**config.mk**
```make
export PLATFORM = sky130hd
export DESIGN_NAME = bioee_adc_framer
export DESIGN_NICKNAME = d
export VERILOG_FILES = /design/src/rtl/bioee_adc_framer.sv
export SDC_FILE = /design/constraint.sdc
export NUM_CORES = 1
export LEC_CHECK = 0
export CORE_ASPECT_RATIO = 1.4
export CORE_MARGIN = 1.5
export CORE_UTILIZATION = 27
export DETAILED_ROUTE_END_ITERATION = 12
export RECOVER_POWER = 100
export SLEW_MARGIN = 30
export SYNTH_ARGS = -nofsm -noshare
export SYNTH_HDL_FRONTEND = slang
export SYNTH_SLANG_ARGS = --single-unit
```
**constraint.sdc**
```tcl
create_clock -name adc_clk -period 8.45 [get_ports adc_clk]
set_input_delay 1.69 -clock adc_clk [delete_from_list [all_inputs] [get_ports adc_clk]]
set_output_delay 1.69 -clock adc_clk [all_outputs]
set_load 0.01 [all_outputs]
```
**src/rtl/bioee_adc_framer.sv**
```systemverilog
// bioee_adc_framer: registers each 12-bit ADC conversion and optionally averages
// 2^n conversions into one sample. Each frame starts with a numbered header word,
// and the block emits 16-bit words to the ADC FIFO on adc_clk. A word that meets a
// full FIFO is dropped and counted in drop_count.
//
// Write handshake: the block samples fifo_full on the clock edge that registers a
// word. A data word with fifo_full=0 on that edge appears on dataout with a one-cycle
// write_en pulse in the following cycle. A data word with fifo_full=1 on that edge is
// dropped and never retried. A header word waits in HEADER until fifo_full=0.
// dataout keeps its last value while write_en=0.
module bioee_adc_framer #(
  parameter int FRAME_LEN    = 1024,
  parameter int AVG_LOG2_MAX = 4
) (
  input  logic        adc_clk,
  input  logic        adc_resetn,
  input  logic [11:0] adc_data,
  input  logic        adc_otr,
  input  logic        capture_en,
  input  logic [2:0]  avg_log2,
  input  logic        fifo_full,
  output logic [15:0] dataout,
  output logic        write_en,
  output logic [15:0] drop_count,
  output logic        otr_sticky,
  output logic        busy
);

  localparam logic [1:0]  ST_IDLE   = 2'd0;
  localparam logic [1:0]  ST_HEADER = 2'd1;
  localparam logic [1:0]  ST_DATA   = 2'd2;
  localparam logic [2:0]  AVG_MAX   = 3'(AVG_LOG2_MAX);
  localparam logic [15:0] SLOT_LAST = 16'(FRAME_LEN - 1);

  // FSM state; a checker can read it hierarchically as <inst>.state
  logic [1:0]  state;
  logic [11:0] s1_data;
  logic        s1_otr;
  logic [2:0]  n_q;
  logic [15:0] acc;
  logic        win_otr;
  logic [7:0]  win_cnt;
  logic [15:0] slot_cnt;
  logic [14:0] frame_num;

  logic [15:0] acc_sum;
  logic        otr_sum;
  logic [7:0]  win_last;
  logic        win_done;
  logic [11:0] avg_bits;
  logic [15:0] data_word;
  logic [2:0]  n_clamp;

  // Input stage S1: every downstream decision uses these registered values
  always_ff @(posedge adc_clk or negedge adc_resetn) begin
    if (!adc_resetn) begin
      s1_data <= 12'd0;
      s1_otr  <= 1'b0;
    end else begin
      s1_data <= adc_data;
      s1_otr  <= adc_otr;
    end
  end

  // Window arithmetic: running sum including this cycle's sample, and the averaged word
  always_comb begin
    acc_sum   = acc + {4'd0, s1_data};
    otr_sum   = win_otr | s1_otr;
    win_last  = 8'((9'd1 << n_q) - 9'd1);
    win_done  = (win_cnt == win_last);
    avg_bits  = 12'(acc_sum >> n_q);
    data_word = {1'b0, otr_sum, 2'b00, avg_bits};
    n_clamp   = (avg_log2 > AVG_MAX) ? AVG_MAX : avg_log2;
  end

  // Framing FSM: header/data sequencing, window accumulation, FIFO writes and drop counting
  always_ff @(posedge adc_clk or negedge adc_resetn) begin
    if (!adc_resetn) begin
      state      <= ST_IDLE;
      n_q        <= 3'd0;
      acc        <= 16'd0;
      win_otr    <= 1'b0;
      win_cnt    <= 8'd0;
      slot_cnt   <= 16'd0;
      frame_num  <= 15'd0;
      dataout    <= 16'd0;
      write_en   <= 1'b0;
      drop_count <= 16'd0;
    end else begin
      write_en <= 1'b0;
      if (!capture_en) begin
        // Leaving capture abandons any partial window or frame; nothing is flushed
        state    <= ST_IDLE;
        acc      <= 16'd0;
        win_otr  <= 1'b0;
        win_cnt  <= 8'd0;
        slot_cnt <= 16'd0;
      end else begin
        case (state)
          ST_IDLE: begin
            acc      <= 16'd0;
            win_otr  <= 1'b0;
            win_cnt  <= 8'd0;
            slot_cnt <= 16'd0;
            state    <= ST_HEADER;
          end
          ST_HEADER: begin
            // n holds for the whole frame; S1 samples seen here are discarded
            n_q <= n_clamp;
            if (!fifo_full) begin
              write_en  <= 1'b1;
              dataout   <= {1'b1, frame_num};
              frame_num <= frame_num + 15'd1;
              state     <= ST_DATA;
            end
          end
          ST_DATA: begin
            if (win_done) begin
              acc     <= 16'd0;
              win_otr <= 1'b0;
              win_cnt <= 8'd0;
              if (!fifo_full) begin
                write_en <= 1'b1;
                dataout  <= data_word;
              end else if (drop_count != 16'hFFFF) begin
                drop_count <= drop_count + 16'd1;
              end
              // The slot is consumed whether or not the word reached the FIFO
              if (slot_cnt == SLOT_LAST) begin
                slot_cnt <= 16'd0;
                state    <= ST_HEADER;
              end else begin
                slot_cnt <= slot_cnt + 16'd1;
              end
            end else begin
              acc     <= acc_sum;
              win_otr <= otr_sum;
              win_cnt <= win_cnt + 8'd1;
            end
          end
          default: state <= ST_IDLE;
        endcase
      end
    end
  end

  // Out-of-range flag for any conversion taken into a window; only reset clears it
  always_ff @(posedge adc_clk or negedge adc_resetn) begin
    if (!adc_resetn) begin
      otr_sticky <= 1'b0;
    end else if (state == ST_DATA && s1_otr) begin
      otr_sticky <= 1'b1;
    end
  end

  assign busy = (state != ST_IDLE);

endmodule

```
-- Yosys cells after proc, flatten, opt, wreduce, memory -nomap -nowiden
Cells that the tools add are included.
- shifts and indexed selects: 2
- mux-type cells: 27
- bitwise operators: 2
- order comparisons: 1
- reductions and logical operators: 10
- eq/ne operators: 12
- add/sub/neg operators: 6
- operator list (operator ; count):
    two-way mux 16 bit ; 8
    case mux 16 bit (2 select lines) ; 3
    adder 16 x 1 -> 16 bit, second input constant ; 2
    adder 16 x 12 -> 16 bit ; 1
    == test 16 x 10 -> 1 bit, second input constant ; 1
    two-way mux 8 bit ; 2
    inequality test 16 bit, second input constant ; 1
    case mux 8 bit (2 select lines) ; 1
    >> shifter 16 x 3 -> 12 bit ; 1
    adder 15 x 1 -> 15 bit, second input constant ; 1
    AND reduction 5 bit ; 2
    inequality test 3 bit, second input constant ; 3
    adder 8 x 1 -> 8 bit, second input constant ; 1
    == test 8 bit ; 1
    two-way mux 2 bit ; 4
    left shift 1 x 3 -> 8 bit, first input constant ; 1
    subtractor 8 x 1 -> 8 bit, second input constant ; 1
    inequality test 2 bit, second input constant ; 3
    case mux 2 bit (3 select lines) ; 1
    AND reduction 3 bit ; 2
    two-way mux 1 bit ; 5
    case mux 1 bit (2 select lines) ; 2
    AND reduction 2 bit ; 2
    nonzero test 2 bit ; 2
    9 further kinds ; 9
- logic and storage cells: 73
- input bits: 20
- register bits: 108

-- Logic depth before layout (Yosys ltp)
Gate-level depths: netlist (run 1).
- depth after elaboration: 6
- mapped depth: 15
- gate-level depth less buffers: 12

-- Worst setup path before layout (run 1)
No wires, ideal clock.
- kind: register to register
- start point: register n_q[0]
- end point: register drop_count[9]
- slack: 4.881 ns
- cell stages (with the launch flop): 16
- period minus slack after synthesis: 3.569 ns
- arrival time: 3.443 ns
- cell sequence: dfrtp_1 buf_4 inv_2 buf_1 nor2_1 nand2_1 ha_1 xor2_1 o21ai_1 or4_4 a2111o_1 nor3_4 and4_1 buf_4 nand4_1 xnor2_1
- word-level cells in the longest chain between the ends: 4
- ends and longest elaborated chain (element ; line ; RTL):
    start: declaration ; 39 ; logic [2:0] n_q;
    start signal: assignment ; 109 ; n_q <= n_clamp;
    left shift 1 x 3 -> 8 bit ; 69 ; win_last = 8'((9'd1 << n_q) - 9'd1);
    subtractor 8 x 1 -> 8 bit ; 69 ;
    == test 8 bit ; 70 ; win_done = (win_cnt == win_last);
    AND reduction 5 bit (no line) ; -- ;
    end signal: assignment ; 126 ; drop_count <= drop_count + 16'd1;
    end: declaration ; 24 ; output logic [15:0] drop_count,
Every way passes these cells.
A chain may end at the register's enable or synchronous reset.

-- Worst setup path after layout (run 1)
- start point: register n_q[1]
- end point: register slot_cnt[7]
- word-level cells in the longest chain between the ends: 5
- ends and longest elaborated chain (element ; line ; RTL):
    left shift 1 x 3 -> 8 bit ; 69 ;
    subtractor 8 x 1 -> 8 bit ; 69 ;
    == test 8 bit ; 70 ;
    inequality test 3 bit (no line) ; -- ;
    AND reduction 2 bit (no line) ; -- ;
    end signal: assignment ; 133 ; slot_cnt <= slot_cnt + 16'd1;
    end: declaration ; 43 ; logic [15:0] slot_cnt;
Every way passes these cells.

==> impl_metrics.ini, run 1 <==
[outcome]
status = complete, but fails checks
violations = capacitance limit, slew limit

[layout]
syn_to_final_growth_pct = 17.1
final_common_cell = dfrtp_1
fill_cells = 2363
antenna_cells = 0
final_nets = 727
final_cell_mix = dfrtp_1, nand2_1, o21ai_0, nor2_1, dlygate4sd3_1
drive_gt1_share_pct = 5.36

[placement]
routabilityCongestion = 0.847
port_buffers = 54
dpl.hpwl_um = 11300

[synthesis]
synth_seq_cells = 108
yosys.area.top_type = dfrtp_1
async_flop_share_pct = 100
synth_nets = 691
synth_top_area_share_pct = 44.0
synth_flop_cell = dfrtp_1
synthTopCellsByArea = dfrtp_1, xnor2_1, ha_1
synthDistinctLibCells = 65
ys_warn_count = 0
syn_avg_cell_area_um2 = 9.47
syn_inst = 649
synth-seq-area-share_pct = 44.0
synth_area_mm2 = 0.00615
synth_edf_count = 0

[floorplanning]
dieArea_mm2 = 0.0237
ios = 55
die-width_um = 131
dieHeight_um = 182
start_util_pct = 27.4
core_mm2 = 0.0224
num_rows = 65

[setup_path]
path_cells = clkinv_1, nand2_1, ha_1, xor2_1, o21ai_1, or4_1, a2111oi_0, nor2_1, clkbuf_1, nor3_1, nand4_1, o21ai_0
critPathMaxFanout = 29
cp-start-kind = register
crit_type = register to register
max_stage_delay_ns = 1.10
regToRegSetupSlack_ns = 2.40
required_ns = 8.72
end_kind = register
crit_arrival_ns = 6.33
crit_slowest_cell = nor3_1

[global_routing]
grt_pass1_vias = 5030
overflow = 0
grt_usage_pct = 13.8
grt_pass1_wl_um = 25700
use_met3_pct = 2.24
grt_max_degree = 68
antenna_found_initial = 1
grt_use_met2_pct = 25.0
gr-usage-met1_pct = 15.5
top_usage_layer = met2

[sta]
fmax_mhz = 165
finalHoldViolations = 0
fin_crit_ns = 6.05
worstMarginPinSlew_ns = 2.39
fin_skew_ns = 0.0133
setup_tns_ns = 0
slew_headroom_pct = -59.6
setup_violations = 0
holdWs_ns = 0.462
fin_crit_sh_pct = 71.7
final_max_slew_viol_count = 43
rsz0062_at_grt = false

[drt]
vias = 5034
postRouteAntennaNets = 0
drt_iter0_drc = 196
firstDrtPassIters = 4
drt-total-wl_um = 15600
via_per_inst = 5.08
drc = 0
routedWlPerCell_um = 15.8

[clock_tree]
clk_pin_slew_ns = 0.07
cts_setup_buffers = 0
cts_resized = 0
clockRootBuffer = clkbuf_16
cts_hold_buf = 0
cts_max_path_buffers = 2
cts_tree = done
cts_buffers = 9
h-tree-depth = 3
cts_sinks = 108
clk_latency_ns = 0.36

[power]
p_per_area_mw_per_mm2 = 236
power_leakage_nw = 3.24
ir_worst_vdd_mv = 0.102
design_power_total_mw = 1.70

[worst_hold_path]
hold_class = register to register

[job]
cap_violations = 1
-- area by class of cell --
class | instances | area [um^2] | share of cell area [%]
Multi-Input combinational cell | 494 | 3220 | 44.8
Clock inverter | 6 | 55.1 | 0.765
Clock buffer | 10 | 229 | 3.18
Tap cell | 301 | 377 | 5.23
Timing Repair Buffer | 58 | 561 | 7.78
Sequential cell | 108 | 2700 | 37.5
Inverter | 14 | 52.6 | 0.730
-- state kept, by name, indices dropped and copies added, names as in the netlist --
register	cells
n_q	3
otr_sticky	1
state	2
s1_data	12
dataout	16
drop_count	16
acc	16
slot_cnt	16
s1_otr	1
frame_num	15
win_otr	1
write_en	1
win_cnt	8
-- cell families after synthesis --
family	synth area share, %
adder cells (fa/ha/maj)	4.60
multiplexers	3.95
buffers and inverters	3.11
AO/OA/AOI/OAI	19.0
XOR/XNOR	6.84
AND/OR/NAND/NOR	18.5
flip-flops	44.0
-- synth_stat cells (4+ instances only) --
cell / count
inv_1: 11
dfrtp_1: 108
o211ai_1: 9
a211oi_1: 4
mux2i_1: 4
xor2_1: 14
a21o_1: 9
nand4_1: 18
nand3_1: 15
a21oi_1: 46
ha_1: 21
o21ai_1: 8
xnor2_1: 34
nor3_1: 7
nand2_1: 64
nor2_1: 49
mux4_2: 6
o21ai_0: 52
or3_1: 6
and4_1: 4
nand2b_1: 5
o31ai_1: 4
a31oi_1: 11
and3_1: 28
a22o_1: 13
mux2_2: 6
and2_1: 9
clkbuf_1: 24
-- stage by stage --
stage	instances	setup slack, ns	instance area [um^2]	util, %
3_5_place_dp	974	3.69	6950	31.0
2_1_floorplan	649	4.88	6150	-
3_3_place_gp	974	3.37	6950	30.9
4_1_cts	990	3.69	7240	32.2
6_report	991	2.40	7200	32.1
5_1_grt	991	1.67	7200	32.1
-- layer usage --
metal,part of all wire [%],up-vias
met3,3.2,35
met5,0.10,-
met1,40,2476
met2,54,84
li1,-,2437
met4,3.5,2
-- path summary, 6_finish.rpt --
path,from,to,cells after the start
max,n_q[1]$_DFFE_PN0P_,slot_cnt[7]$_DFFE_PN0P_,12
min,otr_sticky$_DFFE_PN0P_,otr_sticky$_DFFE_PN0P_,1
max reg2reg,n_q[1]$_DFFE_PN0P_,slot_cnt[7]$_DFFE_PN0P_,12
min reg2reg,otr_sticky$_DFFE_PN0P_,otr_sticky$_DFFE_PN0P_,1
max in group asynchronous,adc_resetn,dataout[15]$_DFFE_PN0P_,2
min in group asynchronous,adc_resetn,s1_data[1]$_DFF_PN0_,1
-- report_power, final --
part           switching (mW)  total [mW]  leakage (nW)  internal [mW]
logic                   0.356       0.618          1.65          0.263
clock network           0.207       0.413         0.140          0.206
registers              0.0839       0.665          1.45          0.581
-- worst max-delay path, delay by kind of cell (launching register included) --
family	cells	cell delay, ns
and+or+nand+nor	5	2.10
AOI/OAI and AO/OA	3	1.35
buffers and inverters	2	1.19
DFF	1	0.91
adders and majority gates	1	0.26
xor gates and xnor gates	1	0.16
No activity file was read; power rests on OpenSTA's default activity.
==> inputs of run 2 (changes only) <==
==> constraint.sdc (replaced) <==
create_clock -name adc_clk -period 5.1 [get_ports adc_clk]
set_input_delay 1.02 -clock adc_clk [delete_from_list [all_inputs] [get_ports adc_clk]]
set_output_delay 1.02 -clock adc_clk [all_outputs]
set_load 0.01 [all_outputs]
==> impl_metrics.ini, run 2 (same netlist as run 1, synthesis figures left out) <==
[power]
power_frac_clock_pct = 24.9
p_int_mw = 1.76
power_leakage_nw = 3.27
design_power_total_mw = 2.85
switchingPower_mw = 1.09
sw_frac_of_total_pct = 38.2
power_frac_comb_pct = 37.6
ir_worst_vdd_mv = 0.161
seqPwrFrac_pct = 37.5
p_per_area_mw_per_mm2 = 393

[placement]
dpl.hpwl_um = 11500
routabilityCongestion = 0.845
port_buffers = 54

[setup_path]
critPathMaxFanout = 21
path_delay_family = simple AND/OR/NAND/NOR gates
max_stage_delay_ns = 0.63
crit_arrival_ns = 4.54
worst-path-stages = 11
path_common_cell = o21ai_0
end_kind = register
cp-start-kind = register
critical_path_buf_inv_count = 1
crit_slowest_cell = dfrtp_1
r2r-end = slot_cnt[10]$_DFFE_PN0P_
regToRegSetupSlack_ns = 0.80
worstSetupEndpoint = slot_cnt[10]$_DFFE_PN0P_
path_cells = or3_1, ha_1, xor2_1, o21ai_0, or4_1, a2111oi_2, nor2_1, clkbuf_1, nor2_2, o21ai_0, a32o_1
required_ns = 5.34
worstReg2RegStart = n_q[2]$_DFFE_PN0P_
crit_start = n_q[2]$_DFFE_PN0P_
crit_type = register to register
ff2ff_path_depth = 11

[drt]
drt-total-wl_um = 15900
vias = 5116
firstDrtPassIters = 4
drt_iter0_drc = 223
postRouteAntennaNets = 0
drc = 0
via_per_inst = 5.15
routedWlPerCell_um = 16.0

[global_routing]
grt_pass1_wl_um = 26000
grt_pass1_vias = 5053
overflow = 0
grt_usage_pct = 14.0
grt_max_degree = 62
antenna_found_initial = 0

[sta]
fin_crit_ns = 4.30
setup_violations = 0
fin_crit_sh_pct = 84.3
final_max_slew_viol_count = 62
worstMarginPinSlew_ns = 3.43
fin_skew_ns = 0.0126
slew_headroom_pct = -129
rsz0062_at_grt = false
setup_tns_ns = 0
finalHoldViolations = 0
fmax_mhz = 233

[layout]
fill_cells = 2355
final_cell_mix = dfrtp_1, nand2_1, o21ai_0, nor2_1, dlygate4sd3_1
multi_input_area_mm2 = 0.00324
final_nets = 730
antenna_cells = 0
final_common_cell = dfrtp_1
syn_to_final_growth_pct = 18.0
drive_gt1_share_pct = 6.35
area.sequential_mm2 = 0.00270

[floorplanning]
die-width_um = 131
num_rows = 65
dieHeight_um = 182
start_util_pct = 27.4
ios = 55
core_mm2 = 0.0224
dieArea_mm2 = 0.0237

[outcome]
violations = capacitance limit, slew limit
status = complete, but fails checks

[clock_tree]
clk_pin_slew_ns = 0.08
cts_hold_buf = 0
cts_tree = done
cts_setup_buffers = 0
cts_resized = 0
clockRootBuffer = clkbuf_16
cts_max_path_buffers = 2
cts_sinks = 108
h-tree-depth = 3
cts_buffers = 9
clk_latency_ns = 0.36

[worst_hold_path]
hold_depth = 1
hold_class = register to register

[job]
cap_violations = 1
run 2: cell count changes in the layout (fill, tap and decap cells not counted), sizes merged:
cell and change:
clkinv -1, buf +3, inv +1
run 2: metal layers:
layer  GRT usage [%]  share of wire (%)  vias up
li1                -                  -     2444
met1            15.7                 41     2519
met2            25.4                 52      115
met3            2.03                3.0       38
met4            6.90                3.9        0
met5               0                  0        -
run 2: how the worst min path moves through the flow:
stage	to	slack, ns	start
floorplan	slot_cnt[15]$_DFFE_PN0P_	0.43	slot_cnt[15]$_DFFE_PN0P_
global placement	slot_cnt[15]$_DFFE_PN0P_	0.46	slot_cnt[15]$_DFFE_PN0P_
detailed placement	slot_cnt[15]$_DFFE_PN0P_	0.46	slot_cnt[15]$_DFFE_PN0P_
CTS	slot_cnt[15]$_DFFE_PN0P_	0.47	slot_cnt[15]$_DFFE_PN0P_
global route	otr_sticky$_DFFE_PN0P_	0.49	otr_sticky$_DFFE_PN0P_
finish	otr_sticky$_DFFE_PN0P_	0.47	otr_sticky$_DFFE_PN0P_
run 2: layout make-up:
cell class / instances / area share, %
clock buffer: 10 / 3.29
clock inverter: 6 / 0.862
inverter: 14 / 0.724
multi-input combinational: 494 / 44.7
sequential: 108 / 37.2
tap: 301 / 5.19
timing repair buffer: 61 / 7.98
run 2: power by group through the flow:
stage	sequential, mW	combinational [mW]	clock, mW
2_1_floorplan	1.07	0.751	0
3_3_place_gp	1.09	1.11	0
3_5_place_dp	1.09	1.11	0
4_1_cts	1.07	1.12	0.738
5_1_grt	1.09	1.20	0.775
6_report	1.07	1.07	0.710
run 2: stage by stage:
stage | std cells | instance area [um^2] | worst slack [ns] | util, % | hold slack (ns)
6_report | 994 | 7260 | 0.801 | 32.3 | 0.466
3_5_place_dp | 978 | 6980 | 1.14 | 31.1 | 0.460
4_1_cts | 994 | 7280 | 1.11 | 32.4 | 0.473
5_1_grt | 994 | 7260 | 0.433 | 32.3 | 0.488
3_3_place_gp | 978 | 6980 | 1.12 | 31.1 | 0.456
2_1_floorplan | 649 | 6150 | 1.53 | - | 0.430
run 2: worst reg2reg max path, delay by kind of cell (launching register included):
kind	cells	cell delay, ns
simple gates	4	1.60
compound gates	4	1.05
flops	1	0.63
buf+inv	1	0.45
fa+ha+maj	1	0.32
xor+xnor	1	0.14
==> inputs of run 3 (changes only) <==
==> constraint.sdc (replaced) <==
create_clock -name adc_clk -period 3.7 [get_ports adc_clk]
set_input_delay 0.74 -clock adc_clk [delete_from_list [all_inputs] [get_ports adc_clk]]
set_output_delay 0.74 -clock adc_clk [all_outputs]
set_load 0.01 [all_outputs]
==> impl_metrics.ini, run 3 (same netlist as run 1, synthesis figures left out) <==
[layout]
final_cells = 1004
final_common_cell = dfrtp_1
fill_cells = 2394
drive_gt1_share_pct = 7.82
antenna_cells = 0
area.sequential_mm2 = 0.00270
syn_to_final_growth_pct = 18.9
final_cell_mix = dfrtp_1, nand2_1, o21ai_0, nor2_1, dlygate4sd3_1
multi_input_area_mm2 = 0.00325
final_nets = 740

[sta]
fmax_mhz = 291
finalHoldViolations = 0
setup_tns_ns = 0
fin_crit_sh_pct = 92.8
worstMarginPinSlew_ns = 1.45
fin_crit_ns = 3.43
rsz0062_at_grt = false
final_max_slew_viol_count = 0
holdWs_ns = 0.452
fin_skew_ns = 0.0104
slew_headroom_pct = 3.33
setup_violations = 0

[clock_tree]
cts_buffers = 9
cts_sinks = 108
h-tree-depth = 3
clk_latency_ns = 0.36
cts_max_path_buffers = 2
clockRootBuffer = clkbuf_16
clk_pin_slew_ns = 0.08
cts_setup_buffers = 0
cts_hold_buf = 0
cts_resized = 0
cts_tree = done

[setup_path]
max_stage_delay_ns = 0.55
path_delay_family = simple AND/OR/NAND/NOR gates
crit_type = register to register
required_ns = 3.94
critical_path_buf_inv_count = 0
crit_arrival_ns = 3.67
crit_slowest_cell = or4_1
cp-start-kind = register
end_kind = register
critPathMaxFanout = 7
path_cells = or3_1, ha_1, xor2_1, o21ai_0, or4_1, a2111o_1, nor3_4, and4_1, nand4_1, xnor2_1
regToRegSetupSlack_ns = 0.27

[floorplanning]
num_rows = 65
core_mm2 = 0.0224
die-width_um = 131
ios = 55
dieArea_mm2 = 0.0237
dieHeight_um = 182
start_util_pct = 27.4

[drt]
firstDrtPassIters = 4
postRouteAntennaNets = 0
via_per_inst = 5.02
routedWlPerCell_um = 15.7
drt_iter0_drc = 254
vias = 5043
drc = 0
drt-total-wl_um = 15800

[placement]
post-place-cells = 988
port_buffers = 54
dpl.hpwl_um = 11400
routabilityCongestion = 0.813

[global_routing]
gr-usage-met1_pct = 16.2
grt_usage_pct = 14.0
grt_max_degree = 58
grt_pass1_vias = 5063
grt_use_met2_pct = 25.2
overflow = 0
use_met3_pct = 2.27
antenna_found_initial = 0
grt_pass1_wl_um = 26100
top_usage_layer = met2

[power]
p_int_mw = 2.44
seqPwrFrac_pct = 36.6
design_power_total_mw = 3.93
sw_frac_of_total_pct = 38.1
power_frac_comb_pct = 39.3
p_per_area_mw_per_mm2 = 538
power_frac_clock_pct = 24.1
ir_worst_vdd_mv = 0.248
power_leakage_nw = 3.31
switchingPower_mw = 1.50

[job]
cap_violations = 0

[outcome]
status = complete, no violations

[worst_hold_path]
hold_class = register to register
[run 3: power by group through the flow]
stage | Sequential [mW] | Combinational, mW | Clock, mW
6_report | 1.44 | 1.55 | 0.949
5_1_grt | 1.47 | 1.71 | 1.03
4_1_cts | 1.45 | 1.60 | 0.979
3_5_place_dp | 1.47 | 1.59 | 0
3_3_place_gp | 1.47 | 1.58 | 0
2_1_floorplan | 1.47 | 1.04 | 0
[run 3: worst paths after layout]
path,startpoint,end,cells past startpoint
max,n_q[0]$_DFFE_PN0P_,drop_count[13]$_DFFE_PN0P_,10
min,otr_sticky$_DFFE_PN0P_,otr_sticky$_DFFE_PN0P_,1
max reg2reg,n_q[0]$_DFFE_PN0P_,drop_count[13]$_DFFE_PN0P_,10
min reg2reg,otr_sticky$_DFFE_PN0P_,otr_sticky$_DFFE_PN0P_,1
max in group asynchronous,adc_resetn,state[1]$_DFFE_PN0P_,2
min in group asynchronous,adc_resetn,drop_count[10]$_DFFE_PN0P_,1
[run 3: cell type report]
type / instances / share of cell area [%]
multi-input cells: 494 / 44.5
flip-flops and latches: 108 / 37.0
repair buffers: 71 / 8.86
well taps: 301 / 5.15
clock buffers: 10 / 3.13
clock inverters: 6 / 0.719
inverters: 14 / 0.719
[run 3: metrics by stage]
stage	instance area (um^2)	setup slack (ns)	utilization (%)
2_1_floorplan	6150	0.131	-
3_3_place_gp	7060	0.396	31.5
3_5_place_dp	7060	0.338	31.5
4_1_cts	7350	0.299	32.7
5_1_grt	7310	0.0747	32.6
6_report	7310	0.268	32.6
[run 3: layer usage]
metal	part of all wire (%)	up-vias
li1	-	2462
met1	41	2478
met2	53	83
met3	2.9	20
met4	2.6	0
met5	0	-
